--- src/rtl/pipe_ctrl_pkg.sv ---
// Shared types and constants for the pipeline hazard controller.
package pipe_ctrl_pkg;

  localparam int REG_NUM_W = 5;
  localparam logic [REG_NUM_W-1:0] ZERO_REG = 5'd0;

  // Fixed state encodings, kept stable for anything that decodes them.
  localparam logic [1:0] ST_RUN      = 2'd0;
  localparam logic [1:0] ST_MEM_WAIT = 2'd1;
  localparam logic [1:0] ST_ERROR    = 2'd2;

  typedef enum logic [1:0] {
    RUN      = ST_RUN,
    MEM_WAIT = ST_MEM_WAIT,
    ERROR    = ST_ERROR
  } state_e;

endpackage

--- src/rtl/pipe_hazard_ctrl_hazard_detect.sv ---
// Load-use hazard compare between the ID instruction and a load in EX.
module hazard_detect
  import pipe_ctrl_pkg::*;
(
  input  logic [REG_NUM_W-1:0] id_rs_num,
  input  logic [REG_NUM_W-1:0] id_rt_num,
  input  logic                 id_uses_rs,
  input  logic                 id_uses_rt,
  input  logic [REG_NUM_W-1:0] ex_rd_num,
  input  logic                 ex_mem_to_reg,
  input  logic                 ex_reg_write,
  output logic                 load_use
);

  logic rs_hit;
  logic rt_hit;

  assign rs_hit = id_uses_rs && (id_rs_num == ex_rd_num);
  assign rt_hit = id_uses_rt && (id_rt_num == ex_rd_num);

  // Register zero never carries a dependency, so a load targeting it is harmless.
  assign load_use = ex_mem_to_reg && ex_reg_write && (ex_rd_num != ZERO_REG) &&
                    (rs_hit || rt_hit);

endmodule

--- src/rtl/pipe_hazard_ctrl.sv ---
// Stall/flush sequencer for a 5-stage pipeline: load-use bubble, branch
// squash, memory-wait freeze with watchdog, and a stall-cycle counter.
module pipe_hazard_ctrl
  import pipe_ctrl_pkg::*;
#(
  parameter int TIMEOUT_W   = 8,
  parameter int MEM_TIMEOUT = 200,
  parameter int CNT_W       = 32
) (
  input  logic                 clk,
  input  logic                 rst_n,
  input  logic [REG_NUM_W-1:0] id_rs_num,
  input  logic [REG_NUM_W-1:0] id_rt_num,
  input  logic                 id_uses_rs,
  input  logic                 id_uses_rt,
  input  logic [REG_NUM_W-1:0] ex_rd_num,
  input  logic                 ex_mem_to_reg,
  input  logic                 ex_reg_write,
  input  logic                 ex_branch_taken,
  input  logic                 mem_req,
  input  logic                 dmem_ready,
  output logic                 dmem_valid,
  output logic                 pc_en,
  output logic                 if_id_en,
  output logic                 if_id_flush,
  output logic                 id_ex_en,
  output logic                 id_ex_flush,
  output logic                 ex_mem_en,
  output logic                 mem_wb_en,
  output logic                 mem_wb_bubble,
  output logic                 mem_error,
  output logic [CNT_W-1:0]     stall_count
);

  // Last wait-counter value before the watchdog fires on the next idle cycle.
  localparam logic [TIMEOUT_W-1:0] WAIT_LAST = TIMEOUT_W'(MEM_TIMEOUT - 1);

  state_e               state_q, state_d;
  logic [TIMEOUT_W-1:0] wait_q, wait_d;
  logic                 err_q;
  logic [CNT_W-1:0]     cnt_q;
  logic                 load_use;
  logic                 mem_stall;
  logic                 halt;

  hazard_detect u_hazard_detect (
    .id_rs_num    (id_rs_num),
    .id_rt_num    (id_rt_num),
    .id_uses_rs   (id_uses_rs),
    .id_uses_rt   (id_uses_rt),
    .ex_rd_num    (ex_rd_num),
    .ex_mem_to_reg(ex_mem_to_reg),
    .ex_reg_write (ex_reg_write),
    .load_use     (load_use)
  );

  // Next-state, watchdog and prioritised stage-control decode.
  always_comb begin
    // NOTE: every output gets a default first so no path leaves it unassigned (no latch).
    state_d       = state_q;
    wait_d        = wait_q;
    mem_stall     = 1'b0;
    halt          = 1'b0;
    pc_en         = 1'b1;
    if_id_en      = 1'b1;
    if_id_flush   = 1'b0;
    id_ex_en      = 1'b1;
    id_ex_flush   = 1'b0;
    ex_mem_en     = 1'b1;
    mem_wb_en     = 1'b1;
    mem_wb_bubble = 1'b0;
    dmem_valid    = mem_req;

    case (state_q)
      RUN: begin
        if (mem_req && !dmem_ready) begin
          mem_stall = 1'b1;
          state_d   = MEM_WAIT;
          wait_d    = '0;
        end
      end
      MEM_WAIT: begin
        dmem_valid = 1'b1;
        if (dmem_ready) begin
          // Completion wins over the watchdog, even on the limit cycle.
          state_d = RUN;
          wait_d  = '0;
        end else begin
          mem_stall = 1'b1;
          if (wait_q == WAIT_LAST) state_d = ERROR;
          else                     wait_d  = wait_q + 1'b1;
        end
      end
      default: begin
        // ERROR, and any unreachable encoding, parks the pipeline.
        halt    = 1'b1;
        state_d = ERROR;
      end
    endcase

    if (!rst_n || halt) begin
      pc_en       = 1'b0;
      if_id_en    = 1'b0;
      id_ex_en    = 1'b0;
      ex_mem_en   = 1'b0;
      mem_wb_en   = 1'b0;
      dmem_valid  = 1'b0;
    end else if (mem_stall) begin
      // EX and ID are frozen, so a pending branch or load-use simply waits.
      pc_en         = 1'b0;
      if_id_en      = 1'b0;
      id_ex_en      = 1'b0;
      ex_mem_en     = 1'b0;
      mem_wb_bubble = 1'b1;
      dmem_valid    = 1'b1;
    end else if (ex_branch_taken) begin
      // The ID instruction is wrong-path, so any load-use on it is moot.
      if_id_flush = 1'b1;
      id_ex_flush = 1'b1;
    end else if (load_use) begin
      // One bubble suffices: the load reaches MEM next cycle.
      pc_en       = 1'b0;
      if_id_en    = 1'b0;
      id_ex_flush = 1'b1;
    end
  end

  // State, watchdog counter and sticky error register.
  always_ff @(posedge clk or negedge rst_n) begin
    if (!rst_n) begin
      state_q <= RUN;
      wait_q  <= '0;
      err_q   <= 1'b0;
    end else begin
      // NOTE: sequential state uses non-blocking assignment so all registers update together.
      state_q <= state_d;
      wait_q  <= wait_d;
      err_q   <= err_q || (state_d == ERROR);
    end
  end

  // Saturating count of cycles in which the PC was held.
  always_ff @(posedge clk or negedge rst_n) begin
    if (!rst_n) begin
      cnt_q <= '0;
    end else if (!pc_en && !halt && (cnt_q != '1)) begin
      cnt_q <= cnt_q + 1'b1;
    end
  end

  assign mem_error   = err_q;
  assign stall_count = cnt_q;

endmodule
--- config.mk ---
export PLATFORM = sky130hd
export DESIGN_NAME = pipe_hazard_ctrl
export DESIGN_NICKNAME = d
export VERILOG_FILES = /design/src/rtl/pipe_ctrl_pkg.sv /design/src/rtl/pipe_hazard_ctrl_hazard_detect.sv /design/src/rtl/pipe_hazard_ctrl.sv
export SDC_FILE = /design/constraint.sdc
export NUM_CORES = 1
export LEC_CHECK = 0
export CAP_MARGIN = 20
export CORE_MARGIN = 5
export CORE_UTILIZATION = 25
export CTS_CLUSTER_DIAMETER = 50
export DETAILED_ROUTE_END_ITERATION = 8
export GPL_TIMING_DRIVEN = 0
export PLACE_DENSITY = 0.54
export SLEW_MARGIN = 40
export SYNTH_ARGS = -nofsm -noshare
export SYNTH_HDL_FRONTEND = slang
export SYNTH_HIERARCHICAL = 1
export SYNTH_SLANG_ARGS = --single-unit
--- constraint.sdc ---
create_clock -name clk -period 2 [get_ports clk]
set_clock_uncertainty 0.15 [all_clocks]
set_input_delay 0.4 -clock clk [delete_from_list [all_inputs] [get_ports clk]]
set_output_delay 0.4 -clock clk [all_outputs]
set_load 0.03 [all_outputs]
==> Word level (Yosys, flattened, before mapping) <==
Cells that the tools add are included.
{ "op_classes": {"addsub": 2, "multipliers": 0, "n_div": 0, "magnitude_cmp": 0, "eq_ne": 8, "shifts": 0, "mux": 31, "bitwise": 0, "reduce_logical": 19} }
{ "op_table": {"columns": ["cell", "count"], "rows": [
  ["adder 32 x 1 -> 32 bit (second input constant)", 1],
  ["!= test 32 bit (second input constant)", 1],
  ["2-to-1 mux 8 bit", 3],
  ["2-to-1 mux 1 bit", 22],
  ["case mux 8 bit (2 select lines)", 1],
  ["equality test 5 bit", 2],
  ["adder 8 x 1 -> 8 bit (second input constant)", 1],
  ["equality test 8 bit (second input constant)", 1],
  ["logical AND 1 bit", 8],
  ["2-to-1 mux 2 bit", 3],
  ["nonzero test 5 bit", 1],
  ["case mux 2 bit (2 select lines)", 1],
  ["zero test 1 bit", 3],
  ["logical OR 1 bit", 3],
  ["!= test 3 bit (second input constant)", 1],
  ["AND reduction 3 bit", 1],
  ["equality test 2 x 1 -> 1 bit (second input constant)", 1],
  ["equality test 2 bit (second input constant)", 1],
  ["zero test 2 bit", 1],
  ["!= test 2 bit (second input constant)", 1],
  ["case mux 1 bit (2 select lines)", 1],
  ["nonzero test 2 bit", 1],
  ["OR reduction 2 bit", 1]
]} }
{ "word_totals": {"register_bits": 43, "latchBits": 0, "ramBits": 0, "mem_bits_ro": 0, "inputBits": 24, "output_inout_bits": 42, "elab_cells": 64, "mem_count": 0} }

==> Logic depth before layout (Yosys ltp) <==
Gate-level depths: netlist of the first run.
{ "logic_depth": {"word_depth": 11, "depth_mapped": 10} }

==> Cells and area by module <==
The synthesis of the first run kept the hierarchy.
{ "by_module_without_submodules": {"columns": ["module", "n_inst", "cells_each", "area_per_inst_um2"], "rows": [
  ["pipe_hazard_ctrl", 1, 223, 2287.2],
  ["hazard_detect", 1, 17, 135.1]
]} }

==> Least setup slack after synthesis of the first run <==
No wires, ideal clock.
{ "synth_timing": {"path_kind": "register -> output", "start": "register state_q[1]", "end": "output port id_ex_flush", "arrival_ns": 1.874, "required_time_ns": 1.450, "slack_ns": -0.424, "stages_incl_launch_ff": 5, "n_path_buf": 1, "path_cell_list": "dfrtp_1 clkbuf_1 nor2b_1 and2_1 o21a_1"} }
{ "synth_via": {"elab_chain_cells": 5} }
{ "synth_rtl": {"columns": ["element", "line", "rtl"], "rows": [
  ["start, declared", "pipe_hazard_ctrl.sv:38", "state_e state_q, state_d;"],
  ["start signal, assigned", "pipe_hazard_ctrl.sv:136", "state_q <= state_d;"],
  ["equality test 2 x 1 -> 1 bit or zero test 2 bit (tied branches)", "pipe_hazard_ctrl.sv:74", "case (state_q)"],
  ["OR reduction 2 bit (no line)", null, null],
  ["2-to-1 mux 1 bit", "pipe_hazard_ctrl.sv:74", null],
  ["logical OR 1 bit", "pipe_hazard_ctrl.sv:101", "if (!rst_n || halt) begin"],
  ["2-to-1 mux 1 bit *", "pipe_hazard_ctrl.sv:101", null],
  ["end, declared", "pipe_hazard_ctrl.sv:27", "output logic id_ex_flush,"]
]} }
Mark *: on every way between the ends. The rest lies on a longest branch, timed or not.

==> Worst setup path in the final report of the first run <==
{ "layout_timing": {"start": "input port ex_rd_num[0]", "end": "output port pc_en"} }
{ "layout_via": {"elab_chain_cells": 8} }
{ "layout_rtl": {"columns": ["element", "line", "rtl"], "rows": [
  ["start, declared", "pipe_hazard_ctrl.sv:16", "input logic [REG_NUM_W-1:0] ex_rd_num,"],
  ["equality test 5 bit, on equally long branches", "pipe_hazard_ctrl_hazard_detect.sv:18, pipe_hazard_ctrl_hazard_detect.sv:19", null],
  ["logical AND 1 bit, on equally long branches", "pipe_hazard_ctrl_hazard_detect.sv:18, pipe_hazard_ctrl_hazard_detect.sv:19", null],
  ["logical OR 1 bit", "pipe_hazard_ctrl_hazard_detect.sv:23", "(rs_hit || rt_hit);"],
  ["logical AND 1 bit *", "pipe_hazard_ctrl_hazard_detect.sv:22", "assign load_use = ex_mem_to_reg && ex_reg_write && (ex_rd_num != ZERO_REG) &&"],
  ["named net load_use", "pipe_hazard_ctrl.sv:42", "logic load_use;"],
  ["2-to-1 mux 1 bit *", "pipe_hazard_ctrl.sv:120", "end else if (load_use) begin"],
  ["2-to-1 mux 1 bit *", "pipe_hazard_ctrl.sv:116", "end else if (ex_branch_taken) begin"],
  ["2-to-1 mux 1 bit *", "pipe_hazard_ctrl.sv:108", "end else if (mem_stall) begin"],
  ["2-to-1 mux 1 bit *", "pipe_hazard_ctrl.sv:101", null],
  ["end, declared", "pipe_hazard_ctrl.sv:23", "output logic pc_en,"]
]} }
The timed path passes the listed nets; every way through them passes the cells marked *.

==> flow_summary_export.csv, run 1 <==
group,metric,value,unit
drt,dr_total_vias,2154,
worst_setup_path,startpoint_type,"input port",
logic_synthesis,yosysSeqAreaShare,0.444,
finish,drive_above_1_share,0.357,
power_and_ir_drop,switching_share,0.343,
drt,drc,0,
worst_setup_path,path_class,"input port to output pin",
timing,rsz0062_at_grt,"yes",
run_status,status,"finished with violations",
clock_tree,cts_tree,"yes",
worst_hold_path,min_path_type,"register to register",
place,io_buffers,65,
finish,final_area,0.00392,mm²
power_and_ir_drop,leakage,1.84,nW
clock_tree,clock_sinks,43,
timing,period_share,1.16,
finish,area_growth,62.0,%
finish,fillCellCount,938,
power_and_ir_drop,p_sw,868,µW
drt,drt_iter0_drc,67,
power_and_ir_drop,clkPwrFrac,0.241,
power_and_ir_drop,powerDensity,644,mW/mm²
logic_synthesis,synthFlopType,"dfrtp_1",
global_routing,grt_pass1_wl,10.6,mm
timing,fmax,432,MHz
power_and_ir_drop,combPwrFrac,0.326,
logic_synthesis,yosys.area.top_type,"dfrtp_1",
floorplan,die_x,108,µm
place,dp_cells,439,
floorplan,start_util,0.252,
clock_tree,cts.path.max_buffers,2,
clock_tree,cts_buffers,5,
power_and_ir_drop,internal_power,1.66,mW
logic_synthesis,synth-async-reset-ratio,1.00,
drt,vias_per_cell,4.53,
finish,fin_nets,367,
floorplan,io_pins,66,
logic_synthesis,netlist_instances,240,
worst_setup_path,critPathSlowestCell,"or4_4",
run_status,violations,"negative setup slack",
worst_setup_path,slowest_delay,0.53,ns
logic_synthesis,syn_area,0.00242,mm²
clock_tree,root_buffer,"clkbuf_8",
logic_synthesis,synth-seq-cells,43,
global_routing,grt_start_max_net_pins,17,
worst_setup_path,worstPathRequired,1.45,ns
clock_tree,htree_levels,2,
logic_synthesis,synth.distinct_cells,47,
global_routing,grt-ovfl-total,0,
timing,drv_slew,0,
worst_setup_path,crit_buf_inv,3,
power_and_ir_drop,seqPwrFrac,0.433,
place,post-place-ws,-1.29,ns
worst_setup_path,reg2reg_setup_slack,-0.10,ns
logic_synthesis,synth_most_common_cell,"dfrtp_1",
drt,wl,6.65,mm
floorplan,dieArea,0.0118,mm²
drt,first_pass_iters,4,
place,placed_area,0.00333,mm²
timing,fin_crit,2.32,ns
logic_synthesis,synth_top_cell_area_share,0.444,
worst_setup_path,cpMostUsedCell,"buf_6",
worst_setup_path,crit_start,"ex_rd_num[0]",
job,drv_cap,0,
worst_setup_path,path_cells,"buf_8, or4_4, o211ai_2, a21oi_2, nand2b_1, and3_4, buf_6, buf_6",
clock_tree,clkSlewWorstSetupHoldPaths,0.08,ns
finish,n_antenna_cell,0,
worst_setup_path,rr_startpoint,"stall_count[0]$_DFFE_PN0P_",
place,gp_congestion,0.806,
drt,final_antenna_net_count,0,
worst_setup_path,cp-end-kind,"output pin",
finish,instances_no_fill,475,
drt,wl_per_cell,14.0,µm
power_and_ir_drop,p_total,2.53,mW
timing,setup_ws,-0.316,ns
timing,slew_headroom,0.541,
timing,worst_pin_slew,0.686,ns
worst_hold_path,worst_hold_startpoint,"mem_error$_DFF_PN0_",
logic_synthesis,synth_fp_nets,266,
logic_synthesis,synth_edf_count,0,
timing,finalSetupViolCount,38,
logic_synthesis,syn_avg_cell_area,10.1,µm²
global_routing,track_usage,0.115,
floorplan,row_count,36,
worst_setup_path,cpLargestDelayFamily,"simple AND/OR/NAND/NOR gates",
worst_setup_path,cp_data_arrival_time,1.77,ns
worst_setup_path,crit_fanout,3,
global_routing,grt_pass1_vias,2196,
floorplan,coreArea,0.00959,mm²
global_routing,antenna_found_initial,0,
logic_synthesis,synth.top_cells.by_count,"43 x dfrtp_1, 23 x xnor2_1, 21 x nand2_1",
logic_synthesis,synthTopCellsByArea,"dfrtp_1 44%, xnor2_1 8.3%, xor2_1 6.1%",
clock_tree,clk_latency,0.30,ns
timing,hold_violations,0,
place,place_hpwl,4.68,mm
logic_synthesis,ys_warn_count,6,
power_and_ir_drop,ir_drop,0.406,mV
floorplan,dieHeight,108,µm
==> power by group through the flow <==
| stage | Sequential, mW | Combinational (mW) | Clock, mW |
|---|---|---|---|
| global route | 1.11 | 0.886 | 0.664 |
| detailed placement | 1.11 | 0.750 | 0 |
| floorplan | 1.26 | 0.265 | 0 |
| global placement | 1.11 | 0.742 | 0 |
| finish | 1.09 | 0.824 | 0.609 |
| CTS | 1.09 | 0.793 | 0.633 |
==> final cells by class <==
class	instances	area, µm²	share of cell area
timing repair buffer	95	943	0.240
clock buffer	8	100	0.0255
multi-input combinational	184	1550	0.396
sequential	43	1090	0.277
inverter	6	22.5	0.00574
buffer	6	50.0	0.0128
tap	133	166	0.0424
==> placed cells by master (no fill, tap or decap), types with 7 or more instances in the layout <==
cell,Yosys,layout
dfrtp_1,43,33
buf_4,4,25
xnor2_1,23,21
clkdlybuf4s50_1,0,21
nand4_1,18,18
nand2_1,21,17
buf_6,0,16
xor2_1,17,14
nor2_1,14,13
dlymetal6s2s_1,0,12
dfrtp_2,0,10
dlygate4sd2_1,0,9
buf_2,2,8
nand3_1,12,8
clkbuf_8,0,7
==> per-layer routing <==
layer  GRT usage  part of all wire  vias up
met2       0.191              0.51       38
met4      0.0460             0.014        0
li1            -                 -     1064
met5           0                 0        -
met1       0.143              0.44     1045
met3      0.0299             0.035        7
==> registers in the layout (all words and copies together) (netlist names) <==
register / count
stall_count: 32
wait_q: 8
state_q: 2
mem_error: 1
==> final timing paths <==
path / end / cells past startpoint
setup reg to reg: stall_count[9]$_DFFE_PN0P_ / 8
max in group asynchronous: stall_count[19]$_DFFE_PN0P_ / 3
hold reg to reg: mem_error$_DFF_PN0_ / 1
hold / removal: mem_error$_DFF_PN0_ / 1
setup / recovery: pc_en / 8
min in group asynchronous: wait_q[4]$_DFFE_PN0P_ / 2
==> repair_timing <==
item | 4_1_cts | 5_1_grt
hold buffers | 3 | 0
pin swaps | 36 | 25
gates cloned | 1 | 0
endpoints found under the hold margin | 27 | 0
resized for setup | 132 | 55
setup buffers | 18 | 8
endpoints found under the setup margin | 48 | 59
==> metrics by stage <==
stage / TNS [ns] / hold WS, ns / utilization
after floorplan: -4.99 / -0.0456 / -
after global placement: -122.84 / 0.309 / 0.345
after detailed placement: -41.32 / 0.124 / 0.347
after CTS: -6.47 / 0.327 / 0.383
after global routing: -11.32 / 0.340 / 0.409
final: -6.37 / 0.329 / 0.409
==> cells by family (layout without fill, tap and decap cells) <==
kind of cell	Yosys count	in the layout	synth area share
flip-flops	43	43	0.444
XOR/XNOR	40	40	0.145
buffers and inverters	13	115	0.0274
AND/OR/NAND/NOR	112	112	0.287
adder cells (fa/ha/maj)	2	2	0.0103
AO/OA/AOI/OAI	29	29	0.0826
multiplexers	1	1	0.00413
No activity file was read; power rests on OpenSTA's default activity.
==> run 2, diff against run 1 <==
- CORE_UTILIZATION: 25 -> 44
- CTS_CLUSTER_DIAMETER: 50 -> 100
- PLACE_DENSITY: 0.54 -> 0.82
==> run 2 against run 1 <==
  * The run still ends with negative setup slack left
  * Maximum frequency decreased by 6.8%
  * Design area decreased by 3.4%
  * Core utilization increased by 29 points
  * Register-to-register slack got worse by 0.12 ns
  * Largest power group unchanged
  * Highest routed layer unchanged
==> flow_summary_export.csv, run 2 (same netlist as run 1, synthesis figures left out) <==
group,metric,value,unit
finish,register_area,0.00109,mm²
drt,final_antenna_net_count,0,
place,placed_area,0.00326,mm²
timing,worst_hold_slack,0.345,ns
finish,final_common_cell,"dfrtp_1",
drt,dr_total_vias,2266,
worst_setup_path,worstPathRequired,1.45,ns
finish,multi_input_area,0.00153,mm²
timing,worst_pin_slew,0.625,ns
finish,largest_reg_flops,32,
worst_setup_path,startpoint_type,"input port",
finish,fillCellCount,376,
finish,layout_common_cells,"33 x dfrtp_1, 23 x clkdlybuf4s50_1, 22 x xnor2_1",
floorplan,dieHeight,84.2,µm
worst_setup_path,reg2reg_setup_slack,-0.22,ns
floorplan,dieArea,0.00709,mm²
drt,drt_iter0_drc,105,
global_routing,antenna_found_initial,0,
power_and_ir_drop,internal_power,1.62,mW
worst_setup_path,cp_data_arrival_time,1.93,ns
floorplan,die_x,84.2,µm
floorplan,row_count,27,
power_and_ir_drop,p_sw,894,µW
timing,period_share,1.24,
global_routing,grt_pass1_vias,2297,
job,drv_cap,0,
place,io_buffers,65,
timing,slew_headroom,0.582,
worst_setup_path,path_class,"input port to output pin",
finish,fin_nets,363,
timing,drv_slew,0,
timing,fmax,402,MHz
power_and_ir_drop,leakage,1.76,nW
global_routing,grt_start_max_net_pins,31,
floorplan,start_util,0.445,
timing,setup_ws,-0.485,ns
floorplan,io_pins,66,
clock_tree,htree_levels,2,
worst_setup_path,rr_worst_depth,6,
worst_hold_path,worst_hold_startpoint,"mem_error$_DFF_PN0_",
worst_setup_path,rr_startpoint,"stall_count[22]$_DFFE_PN0P_",
clock_tree,cts_tree,"yes",
power_and_ir_drop,combPwrFrac,0.330,
worst_setup_path,cp-end-kind,"output pin",
global_routing,grt-ovfl-total,0,
clock_tree,clock_sinks,43,
finish,final_area,0.00379,mm²
place,place_hpwl,4.49,mm
drt,vias_per_cell,5.53,
clock_tree,clkSlewWorstSetupHoldPaths,0.08,ns
power_and_ir_drop,clkPwrFrac,0.230,
run_status,violations,"negative setup slack",
clock_tree,clk_latency,0.31,ns
clock_tree,cts.path.max_buffers,2,
timing,hold_violations,0,
global_routing,grt_pass1_wl,11.5,mm
finish,n_antenna_cell,0,
worst_hold_path,min_path_type,"register to register",
clock_tree,root_buffer,"clkbuf_8",
timing,finalSetupViolCount,36,
clock_tree,cts_buffers,5,
power_and_ir_drop,powerDensity,663,mW/mm²
timing,fin_crit,2.48,ns
finish,fin_util,0.697,
drt,first_pass_iters,5,
global_routing,track_usage,0.201,
power_and_ir_drop,ir_drop,0.433,mV
finish,drive_above_1_share,0.325,
drt,drc,0,
drt,wl,7.21,mm
worst_hold_path,min_path_cells,1,
power_and_ir_drop,switching_share,0.356,
run_status,status,"finished with violations",
worst_setup_path,crit_fanout,3,
floorplan,coreArea,0.00544,mm²
place,gp_congestion,0.833,
worst_setup_path,r2r_end,"stall_count[27]$_DFFE_PN0P_",
finish,area_growth,56.5,%
drt,wl_per_cell,17.6,µm
timing,rsz0062_at_grt,"yes",
worst_hold_path,whs_endpoint,"mem_error$_DFF_PN0_",
power_and_ir_drop,seqPwrFrac,0.440,
==> run 2: cell types whose count changed in the layout (fill, tap and decap cells not counted), sizes merged <==
cell	delta
bufbuf	-1
clkdlybuf4s15	+3
buf	-6
dlymetal6s2s	-2
dlygate4sd3	-1
clkinv	+1
clkdlybuf4s50	+2
==> run 2: worst max-delay path: stages <==
cell and delay (ns):
buf_8 0.10, xor2_2 0.17, nor4_2 0.34, nand3_1 0.14, a21oi_2 0.16, nand2b_1 0.10
buf_4 0.15, and3_4 0.14, buf_6 0.11, buf_6 0.12
==> run 2: power by group through the flow <==
stage / Combinational, mW / Clock (mW) / Sequential, mW
after floorplan: 0.265 / 0 / 1.26
after global placement: 0.732 / 0 / 1.11
after detailed placement: 0.747 / 0 / 1.11
after CTS: 0.799 / 0.594 / 1.10
after global routing: 0.873 / 0.618 / 1.12
final: 0.830 / 0.578 / 1.10
==> run 2: per-stage QoR <==
step	worst slack, ns	TNS (ns)	power (mW)	instances
floorplan	-0.259	-4.99	1.53	240
global placement	-2.32	-108.92	1.84	377
detailed placement	-1.33	-40.75	1.86	378
CTS	-0.464	-8.96	2.49	405
global route	-0.563	-15.43	2.62	410
finish	-0.485	-11.69	2.51	410
==> run 2: area by class of cell <==
type,count,area share
multi-input combinational,184,0.404
sequential,43,0.287
timing repair buffer,92,0.242
tap,72,0.0238
clock buffer,7,0.0228
buffer,5,0.0122
inverter,6,0.00594
clock inverter,1,0.00132
==> run 2: worst max-delay path by stage <==
stage | start | endpoint | slack, ns | cells past startpoint
floorplan | id_rs_num[1] | stall_count[26]$_DFFE_PN0P_ | -0.26 | 9
global placement | rst_n | id_ex_flush | -2.32 | 5
CTS | id_rt_num[2] | pc_en | -0.46 | 10
detailed placement | ex_rd_num[1] | pc_en | -1.33 | 9
global route | ex_rd_num[3] | pc_en | -0.56 | 10
finish | ex_rd_num[1] | pc_en | -0.48 | 10
==> run 2: timing repair <==
item                                   in CTS  in global routing
hold buffers                                2                  0
buffers inserted                           17                  8
endpoints found under the hold margin      13                  0
pin swaps                                  41                 26
setup endpoints to repair                  49                 56
gates cloned                                0                  0
resized for setup                         131                 45
==> run 2: layer usage <==
layer  GRT usage  share of wire  vias up
li1            -              -     1065
met1       0.254           0.41     1127
met2       0.339           0.53       56
met3      0.0383          0.034       18
met4      0.0819          0.023        0
met5           0              0        -
==> run 3, diff against run 2 <==
- CORE_UTILIZATION: 44 -> 57
- DONT_BUFFER_PORTS: not set -> 1
- PLACE_DENSITY: 0.82 -> 0.8
==> run 3 against run 2 <==
  * The run still ends with negative setup slack left
  * Die area fell by 20%
  * Clock power fell by 12%
  * Total power fell by 9.3%
  * Cell count fell by 18%
  * Critical endpoint is now stall_count[28]$_DFFE_PN0P_
  * Non-clock buffer count fell by 49
  * Via count fell by 6.8%
  * Critical path type is now input port to register
==> flow_summary_export.csv, run 3 (same netlist as run 1, synthesis figures left out) <==
group,metric,value,unit
finish,fin_util,0.822,
drt,first_pass_iters,4,
power_and_ir_drop,internal_power,1.42,mW
finish,layout_common_cells,"31 x buf_4, 26 x dfrtp_2, 20 x xnor2_1",
worst_setup_path,crit_buf_inv,1,
worst_setup_path,cp-end-kind,"register",
worst_setup_path,path_class,"input port to register",
timing,worst_hold_slack,0.0262,ns
finish,final_area,0.00334,mm²
clock_tree,clk_latency,0.29,ns
floorplan,row_count,23,
floorplan,dieArea,0.00565,mm²
floorplan,start_util,0.597,
clock_tree,cts_tree,"yes",
worst_setup_path,cpLargestDelayFamily,"simple AND/OR/NAND/NOR gates",
floorplan,coreArea,0.00406,mm²
power_and_ir_drop,seqPwrFrac,0.583,
finish,fin_nets,314,
power_and_ir_drop,clkPwrFrac,0.224,
floorplan,die_x,75.2,µm
place,gp_congestion,0.776,
timing,fmax,445,MHz
worst_setup_path,crit_fanout,5,
drt,vias_per_cell,6.25,
worst_setup_path,worstPathRequired,2.06,ns
global_routing,grt_util_met2,0.378,
clock_tree,clkSlewWorstSetupHoldPaths,0.08,ns
timing,rsz0062_at_grt,"yes",
drt,drc,0,
worst_setup_path,cp_data_arrival_time,2.30,ns
power_and_ir_drop,ir_drop,0.343,mV
clock_tree,htree_levels,2,
drt,dr_total_vias,2111,
place,place_hpwl,3.70,mm
timing,fin_crit,2.25,ns
timing,hold_violations,0,
run_status,violations,"negative setup slack",
global_routing,grt_pass1_vias,2033,
power_and_ir_drop,leakage,1.37,nW
finish,drive_above_1_share,0.469,
floorplan,io_pins,66,
finish,fillCellCount,221,
global_routing,met3_usage,0.0614,
timing,setup_ws,-0.246,ns
clock_tree,cts_buffers,5,
finish,area_growth,37.7,%
drt,wl,6.71,mm
power_and_ir_drop,powerDensity,683,mW/mm²
timing,finalSetupViolCount,36,
global_routing,grt-ovfl-total,0,
finish,n_antenna_cell,0,
timing,slew_headroom,0.622,
worst_setup_path,startpoint_type,"input port",
place,io_buffers,0,
power_and_ir_drop,switching_share,0.376,
worst_setup_path,path_cells,"xor2_1, nor4_1, nand3_1, a21oi_2, nand2b_1, buf_4, a31oi_4, nand4b_1, nor3_2, xnor2_1",
worst_hold_path,min_path_type,"input port to register",
clock_tree,clock_sinks,43,
run_status,status,"finished with violations",
drt,final_antenna_net_count,0,
power_and_ir_drop,combPwrFrac,0.193,
clock_tree,cts.path.max_buffers,2,
clock_tree,root_buffer,"clkbuf_8",
job,drv_cap,0,
global_routing,grt_start_max_net_pins,44,
timing,period_share,1.12,
worst_setup_path,slowest_delay,0.27,ns
floorplan,dieHeight,75.2,µm
worst_setup_path,critPathSlowestCell,"a31oi_4",
timing,drv_slew,0,
power_and_ir_drop,p_sw,856,µW
drt,drt_iter0_drc,165,
finish,largest_reg_flops,32,
finish,instances_no_fill,338,
global_routing,gr-max-usage-layer,"met2",
global_routing,antenna_found_initial,0,
place,dp_cells,290,
place,placed_area,0.00256,mm²
worst_setup_path,reg2reg_setup_slack,-0.16,ns
timing,tns,-4.36,ns
finish,final_common_cell,"buf_4",
global_routing,grt_pass1_wl,9.79,mm
drt,wl_per_cell,19.8,µm
global_routing,use_met1,0.277,
timing,worst_pin_slew,0.568,ns
global_routing,track_usage,0.227,
## run 3: changes by cell type in the layout (fill, tap and decap cells not counted), moves of 7 or more
cell | before | now
buf_4 | 16 | 31
dlygate4sd2_1 | 9 | 0
dfrtp_2 | 10 | 26
buf_6 | 19 | 12
clkdlybuf4s50_1 | 23 | 0
dfrtp_1 | 33 | 17
dlymetal6s2s_1 | 10 | 0
## run 3: cell type report
type                       count  area [µm²]  share of cell area
multi-input combinational    184        1630               0.488
inverter                       6        22.5             0.00675
buffer                         6        65.1              0.0195
sequential                    43        1110               0.332
tap                           50        62.6              0.0188
timing repair buffer          42         373               0.112
clock buffer                   7        76.3              0.0229
## run 3: path summary, 6_finish.rpt
check | startpoint | endpoint | cells after the start
setup / recovery | ex_rd_num[1] | stall_count[28]$_DFFE_PN0P_ | 10
hold / removal | dmem_ready | state_q[0]$_DFF_PN0_ | 1
setup reg to reg | stall_count[1]$_DFFE_PN0P_ | stall_count[28]$_DFFE_PN0P_ | 7
hold reg to reg | wait_q[1]$_DFFE_PN0P_ | wait_q[1]$_DFFE_PN0P_ | 2
max in group asynchronous | rst_n | stall_count[30]$_DFFE_PN0P_ | 2
min in group asynchronous | rst_n | wait_q[5]$_DFFE_PN0P_ | 2
## run 3: metal layers
metal,wire (µm),share of wire
met5,0,0
met2,3400,0.51
met3,508,0.076
met1,2630,0.39
met4,167,0.025
## run 3: power by group through the flow
stage / Combinational (mW) / Sequential [mW] / Clock [mW]
2_1_floorplan: 0.265 / 1.26 / 0
4_1_cts: 0.391 / 1.32 / 0.523
3_5_place_dp: 0.301 / 1.30 / 0
5_1_grt: 0.489 / 1.35 / 0.558
6_report: 0.440 / 1.33 / 0.511
3_3_place_gp: 0.292 / 1.29 / 0
## run 3: through the flow
| step | worst slack (ns) | power (mW) |
|---|---|---|
| after CTS | -0.229 | 2.24 |
| after detailed placement | -0.592 | 1.60 |
| after global routing | -0.401 | 2.40 |
| final | -0.246 | 2.28 |
| after global placement | -0.624 | 1.58 |
| after floorplan | -0.259 | 1.53 |
## run 3: timing repair
action | 4_1_cts | 5_1_grt
endpoints found under the hold margin | 43 | 0
resized for setup | 59 | 33
pin swaps | 18 | 37
buffers inserted | 17 | 22
endpoints found under the setup margin | 39 | 45
hold buffers | 2 | 0
gates cloned | 1 | 1
